<file path="config.mk">
export PLATFORM = sky130hd
export DESIGN_NAME = serial_frame_rx
export DESIGN_NICKNAME = d
export VERILOG_FILES = /design/src/rtl/serial_frame_rx_pkg.sv /design/src/rtl/serial_frame_rx_shift_reg.sv /design/src/rtl/serial_frame_rx.sv
export SDC_FILE = /design/constraint.sdc
export NUM_CORES = 1
export LEC_CHECK = 0
export CAP_MARGIN = 20
export CELL_PAD_IN_SITES_DETAIL_PLACEMENT = 0
export CELL_PAD_IN_SITES_GLOBAL_PLACEMENT = 1
export CORE_UTILIZATION = 46
export CTS_BUF_LIST = sky130_fd_sc_hd__clkbuf_2 sky130_fd_sc_hd__clkbuf_4 sky130_fd_sc_hd__clkbuf_8
export DETAILED_ROUTE_END_ITERATION = 16
export HOLD_SLACK_MARGIN = 0.05
export PLACE_DENSITY = 0.95
export SKIP_CTS_REPAIR_TIMING = 1
export SLEW_MARGIN = 20
export SYNTH_ARGS = -nofsm -noshare
export SYNTH_HDL_FRONTEND = slang
export SYNTH_SLANG_ARGS = --single-unit
</file>
<file path="constraint.sdc">
create_clock -name i_clk -period 2.2 [get_ports i_clk]
set_input_delay 0.22 -clock i_clk [delete_from_list [all_inputs] [get_ports i_clk]]
set_output_delay 0.22 -clock i_clk [all_outputs]
set_load 0.01 [all_outputs]
</file>
<file path="src/rtl/serial_frame_rx_pkg.sv">
// Shared types and constants for the serial frame receiver.
// No logic: state encoding, line idle level and counter sizing only.
// No flow control here; consumers qualify everything with the bit strobe.
package serial_frame_rx_pkg;

    typedef enum logic [2:0] {
        ST_IDLE      = 3'd0,
        ST_DATA      = 3'd1,
        ST_PARITY    = 3'd2,
        ST_STOP      = 3'd3,
        ST_WAIT_IDLE = 3'd4
    } rx_state_t;

    localparam logic LINE_IDLE = 1'b1;

    // Counter must hold the value DATA_W itself, hence +1.
    function automatic int cnt_width(input int data_w);
        return $clog2(data_w + 1);
    endfunction

endpackage

</file>
<file path="src/rtl/serial_frame_rx_shift_reg.sv">
// Right-shifting capture register: new bit enters at the MSB, so LSB-first line order lands in place.
// Latency: one clk per enabled shift; synchronous clear wins over shift.
// No backpressure: shifts whenever enabled.
module rx_shift_reg
    import serial_frame_rx_pkg::*;
#(
    parameter int W = 8
) (
    input  logic         i_clk,
    input  logic         i_reset,
    input  logic         i_clr,
    input  logic         i_en,
    input  logic         i_d,
    output logic [W-1:0] o_q
);

    logic [W-1:0] r_q;

    always_ff @(posedge i_clk) begin
        if (i_reset || i_clr) begin
            r_q <= '0;
        end else if (i_en) begin
            r_q <= {i_d, r_q[W-1:1]};
        end
    end

    assign o_q = r_q;

endmodule

</file>
<file path="src/rtl/serial_frame_rx.sv">
// Framed serial word receiver (start, DATA_W LSB-first, optional parity, stop), sampled on bit_en strobes.
// Latency: valid/parity_err/frame_err registered on the stop-bit sample edge, one clk wide.
// No backpressure: each completed word overwrites data_out.
module serial_frame_rx
    import serial_frame_rx_pkg::*;
#(
    parameter int DATA_W     = 8,
    parameter int PARITY_EN  = 1,
    parameter int PARITY_ODD = 0
) (
    input  logic              i_clk,
    input  logic              i_reset,
    input  logic              i_bit_en,
    input  logic              i_s_in,
    output logic [DATA_W-1:0] o_data_out,
    output logic              o_data_valid,
    output logic              o_parity_err,
    output logic              o_frame_err,
    output logic              o_busy
);

    localparam int             CNT_W    = cnt_width(DATA_W);
    localparam logic [CNT_W-1:0] LAST_IDX = CNT_W'(DATA_W - 1);
    localparam logic           PAR_ON   = (PARITY_EN != 0);
    localparam logic           ODD_BIT  = (PARITY_ODD != 0);

    rx_state_t         r_state;
    rx_state_t         w_next;
    logic [CNT_W-1:0]  r_cnt;
    logic              r_par;
    logic              r_par_bit;
    logic [DATA_W-1:0] r_data_out;
    logic              r_data_valid;
    logic              r_parity_err;
    logic              r_frame_err;
    logic [DATA_W-1:0] w_shift_q;
    logic              w_shift_clr;
    logic              w_shift_en;
    logic              w_par_mismatch;

    assign w_shift_clr    = i_bit_en && (r_state == ST_IDLE);
    assign w_shift_en     = i_bit_en && (r_state == ST_DATA);
    assign w_par_mismatch = PAR_ON & (r_par ^ r_par_bit ^ ODD_BIT);

    rx_shift_reg #(
        .W (DATA_W)
    ) u_shift (
        .i_clk   (i_clk),
        .i_reset (i_reset),
        .i_clr   (w_shift_clr),
        .i_en    (w_shift_en),
        .i_d     (i_s_in),
        .o_q     (w_shift_q)
    );

    always_comb begin
        w_next = r_state;
        if (i_bit_en) begin
            case (r_state)
                ST_IDLE:      if (i_s_in != LINE_IDLE) w_next = ST_DATA;
                ST_DATA:      if (r_cnt == LAST_IDX) w_next = PAR_ON ? ST_PARITY : ST_STOP;
                ST_PARITY:    w_next = ST_STOP;
                // A low stop bit parks the FSM until the line returns high,
                // so a stuck-low line cannot spawn back-to-back bogus frames.
                ST_STOP:      w_next = (i_s_in == LINE_IDLE) ? ST_IDLE : ST_WAIT_IDLE;
                ST_WAIT_IDLE: if (i_s_in == LINE_IDLE) w_next = ST_IDLE;
                default:      w_next = ST_IDLE;
            endcase
        end
    end

    always_ff @(posedge i_clk) begin
        if (i_reset) begin
            r_state      <= ST_IDLE;
            r_cnt        <= '0;
            r_par        <= 1'b0;
            r_par_bit    <= 1'b0;
            r_data_out   <= '0;
            r_data_valid <= 1'b0;
            r_parity_err <= 1'b0;
            r_frame_err  <= 1'b0;
        end else begin
            r_data_valid <= 1'b0;
            r_parity_err <= 1'b0;
            r_frame_err  <= 1'b0;
            if (i_bit_en) begin
                r_state <= w_next;
                case (r_state)
                    ST_IDLE: begin
                        r_cnt <= '0;
                        r_par <= 1'b0;
                    end
                    ST_DATA: begin
                        r_cnt <= r_cnt + CNT_W'(1);
                        r_par <= r_par ^ i_s_in;
                    end
                    ST_PARITY: r_par_bit <= i_s_in;
                    ST_STOP: begin
                        if (i_s_in == LINE_IDLE) begin
                            r_data_out   <= w_shift_q;
                            r_data_valid <= 1'b1;
                            r_parity_err <= w_par_mismatch;
                        end else begin
                            r_frame_err  <= 1'b1;
                        end
                    end
                    default: ;
                endcase
            end
        end
    end

    assign o_data_out   = r_data_out;
    assign o_data_valid = r_data_valid;
    assign o_parity_err = r_parity_err;
    assign o_frame_err  = r_frame_err;
    assign o_busy       = (r_state != ST_IDLE);

endmodule

</file>
==> results.ini <==
[setup_path]
cp.arrival_ps = 1580
worstPathCellList = nor2_1 -> nand2_1 -> clkdlybuf4s50_1
path_buf_inv = 1
crit_path_end_kind = output port
crit_cells = 3
worstSetupPathType = reg -> out
required_ps = 1980
startpoint_type = flop
critical-path-top-delay-family = flip-flops
startpoint = r_state[2]
reg2regPathDepth = 3
crit_end = o_busy
r2r-start = r_state[1]
slowest_delay_ps = 530
cp_slowest_cell = dfxtp_1
r2r_slack_ps = 660
rr_endpoint = o_data_out[5]
crit_path_max_fanout = 12

[final_layout]
layout-drive-gt1-share = 0.0949
multi_input_area_um2 = 588
area_growth_pct = 15.2
n_antenna_cell = 0
n_fill_cell = 222
final_nets = 144
fin_area_um2 = 1390
regArea_um2 = 561
utilization = 0.562

[synth]
synth.yosys.seq_area_share = 0.464
synth_nets = 130
synthCells = 125
ys_ff_latch = 28
ys_warn_count = 0
synth_area_per_cell_um2 = 9.67
synth_cell_types = 30
netlist_area_um2 = 1210

[power]
power_density_nw_per_um2 = 559
switching_share = 0.219
p_int_uw = 609
seq_power_share = 0.666
report.power.total_uw = 779
p_clk_frac = 0.252
peakVddDrop_uv = 351
p_leak_nw = 0.462
combPwrFrac = 0.083
power.switching_uw = 170

[detailed_routing]
antenna_left = 0
viasPerCell = 5.46
firstDrtPassIters = 4
drt_iter0_drc = 25
vias = 911
wirelength_um = 2100
wl_per_cell_um = 12.6
drc = 0

[floorplan]
core_region_area_um2 = 2480
ios = 16
fp.dieH_um = 53.3
start_util = 0.488
row_count = 18
die_area_um2 = 2840
die_w_um = 53.3

[clock_tree]
clk_latency_ps = 310
cts_tree = built
cts.sinks = 28
cts_root_buffer = clkbuf_4
htreeDepth = 1
cts_inserted_buffers = 3
clk_path_buf_depth = 2
clk_pin_slew_ps = 130

[timing]
slew_viol_final = 0
hold-worst-slack_ps = 485
fmax_mhz = 556
min_period_over_period = 0.817
rsz0062_at_grt = false
min_period_ps = 1800
finalSetupViolations = 0
setup_tns_ps = 0
worst_slew_pin_slew_ps = 342
relSlewSlack = 0.771
hold_violations = 0
clock_skew_ps = 4.90

[grt]
grt_max_degree = 15
grt_overflow = 0
grt_antenna_before_repair = 0
grt_pass1_wl_um = 3380
grt_use_total = 0.165
grt_pass1_vias = 782

[outcome]
outcome = finished, final reports clean

[place]
dpl_cell_area_um2 = 1370
dpl.hpwl_um = 1510
io_buffer_count = 15
place.gp.congestion = 0.791

[job]
drv_cap = 0

[min_path]
holdCritPathClass = reg -> reg

-- state kept, by name, indices dropped and copies added, names as in the netlist --
| register | count |
|---|---|
| r_par_bit | 1 |
| r_par | 1 |
| o_parity_err | 1 |
| o_data_out | 8 |
| o_data_valid | 1 |
| r_cnt | 4 |
| o_frame_err | 1 |
| u_shift.o_q | 8 |
| r_state | 3 |
-- cell usage in the layout, fill, tap and decap left out, types with 3 or more instances in the layout --
master and n:
o21ai_0 10, mux2i_1 9, dfxtp_1 28, clkdlybuf4s50_1 15
nand4b_1 9, clkbuf_4 3, and4bb_2 3, nor2_1 14
nor3b_1 3, nand2_1 5, xnor2_1 3, nand2b_1 10
a21oi_1 4, buf_4 4
-- through the flow --
stage                     setup WS [ps]  std cells
after floorplan                     863        125
after global placement              382        164
after detailed placement            317        164
after CTS                           391        167
after global routing                306        167
final                               402        167
-- routing by layer --
metal	vias to the layer above	track usage	wire length, um
met4	0	0.0570	29
li1	469	-	-
met1	424	0.225	1060
met5	-	0	0
met3	4	0.0345	59
met2	14	0.254	959
-- power groups by stage --
stage | Clock, mW | Combinational [mW] | Sequential, mW
after floorplan | 0 | 0.0447 | 0.528
after global placement | 0 | 0.0632 | 0.530
after detailed placement | 0 | 0.0647 | 0.530
after CTS | 0.208 | 0.0648 | 0.519
after global routing | 0.229 | 0.0704 | 0.520
final | 0.196 | 0.0645 | 0.519
-- logic make-up after synthesis --
| logic type | count (synthesis) | synth area share |
|---|---|---|
| xor gates and xnor gates | 3 | 0.0217 |
| DFF | 28 | 0.464 |
| adders and majority gates | 1 | 0.0104 |
| buffers and inverters | 11 | 0.0497 |
| AOI/OAI and AO/OA | 19 | 0.0890 |
| muxes | 9 | 0.0745 |
| and+or+nand+nor | 54 | 0.291 |
-- cell usage after synthesis --
cell	n	area (um^2)
o21ai_0	10	50.1
a21oi_1	4	20.0
a211oi_1	1	7.51
buf_6	2	22.5
o211ai_1	1	7.51
nor3b_1	3	22.5
nor3_1	1	5.00
clkbuf_1	5	18.8
a31oi_1	1	6.26
inv_1	1	3.75
or3b_4	1	11.3
nand2b_1	10	62.6
and4bb_2	3	37.5
and4bb_1	1	12.5
nand2_1	5	18.8
or3b_1	1	8.76
nor2_1	14	52.6
dfxtp_1	28	561
buf_2	3	15.0
or3_1	1	6.26
nand4b_1	9	78.8
o21bai_1	1	7.51
a31o_2	1	8.76
nand3_1	2	10.0
or2b_1	1	7.51
xnor2_1	3	26.3
ha_1	1	12.5
and2_1	1	6.26
and4b_2	1	11.3
mux2i_1	9	90.1
-- worst min-delay path, cell delays in order, from the launching register on --
cell	delay [ps]
dfxtp_1	330
nand2b_1	60
o21ai_0	60
-- final cells by class --
| type | instances | share of cell area |
|---|---|---|
| Multi-Input combinational cell | 86 | 0.422 |
| Sequential cell | 28 | 0.403 |
| Timing Repair Buffer | 19 | 0.129 |
| Tap cell | 30 | 0.0270 |
| Clock buffer | 3 | 0.0162 |
| Inverter | 1 | 0.00270 |
-- worst min path at each step --
stage / from / endpoint / slack (ps) / cells after the start
after floorplan: i_s_in / o_data_valid / 360 / 2
after global placement: o_data_out[7] / o_data_out[7] / 460 / 2
after detailed placement: o_data_out[6] / o_data_out[6] / 470 / 2
after CTS: o_data_out[6] / o_data_out[6] / 490 / 2
after global routing: o_data_out[0] / o_data_out[0] / 500 / 2
final: o_data_out[6] / o_data_out[6] / 480 / 2
Note: power is estimated with default switching activity, not from simulation.
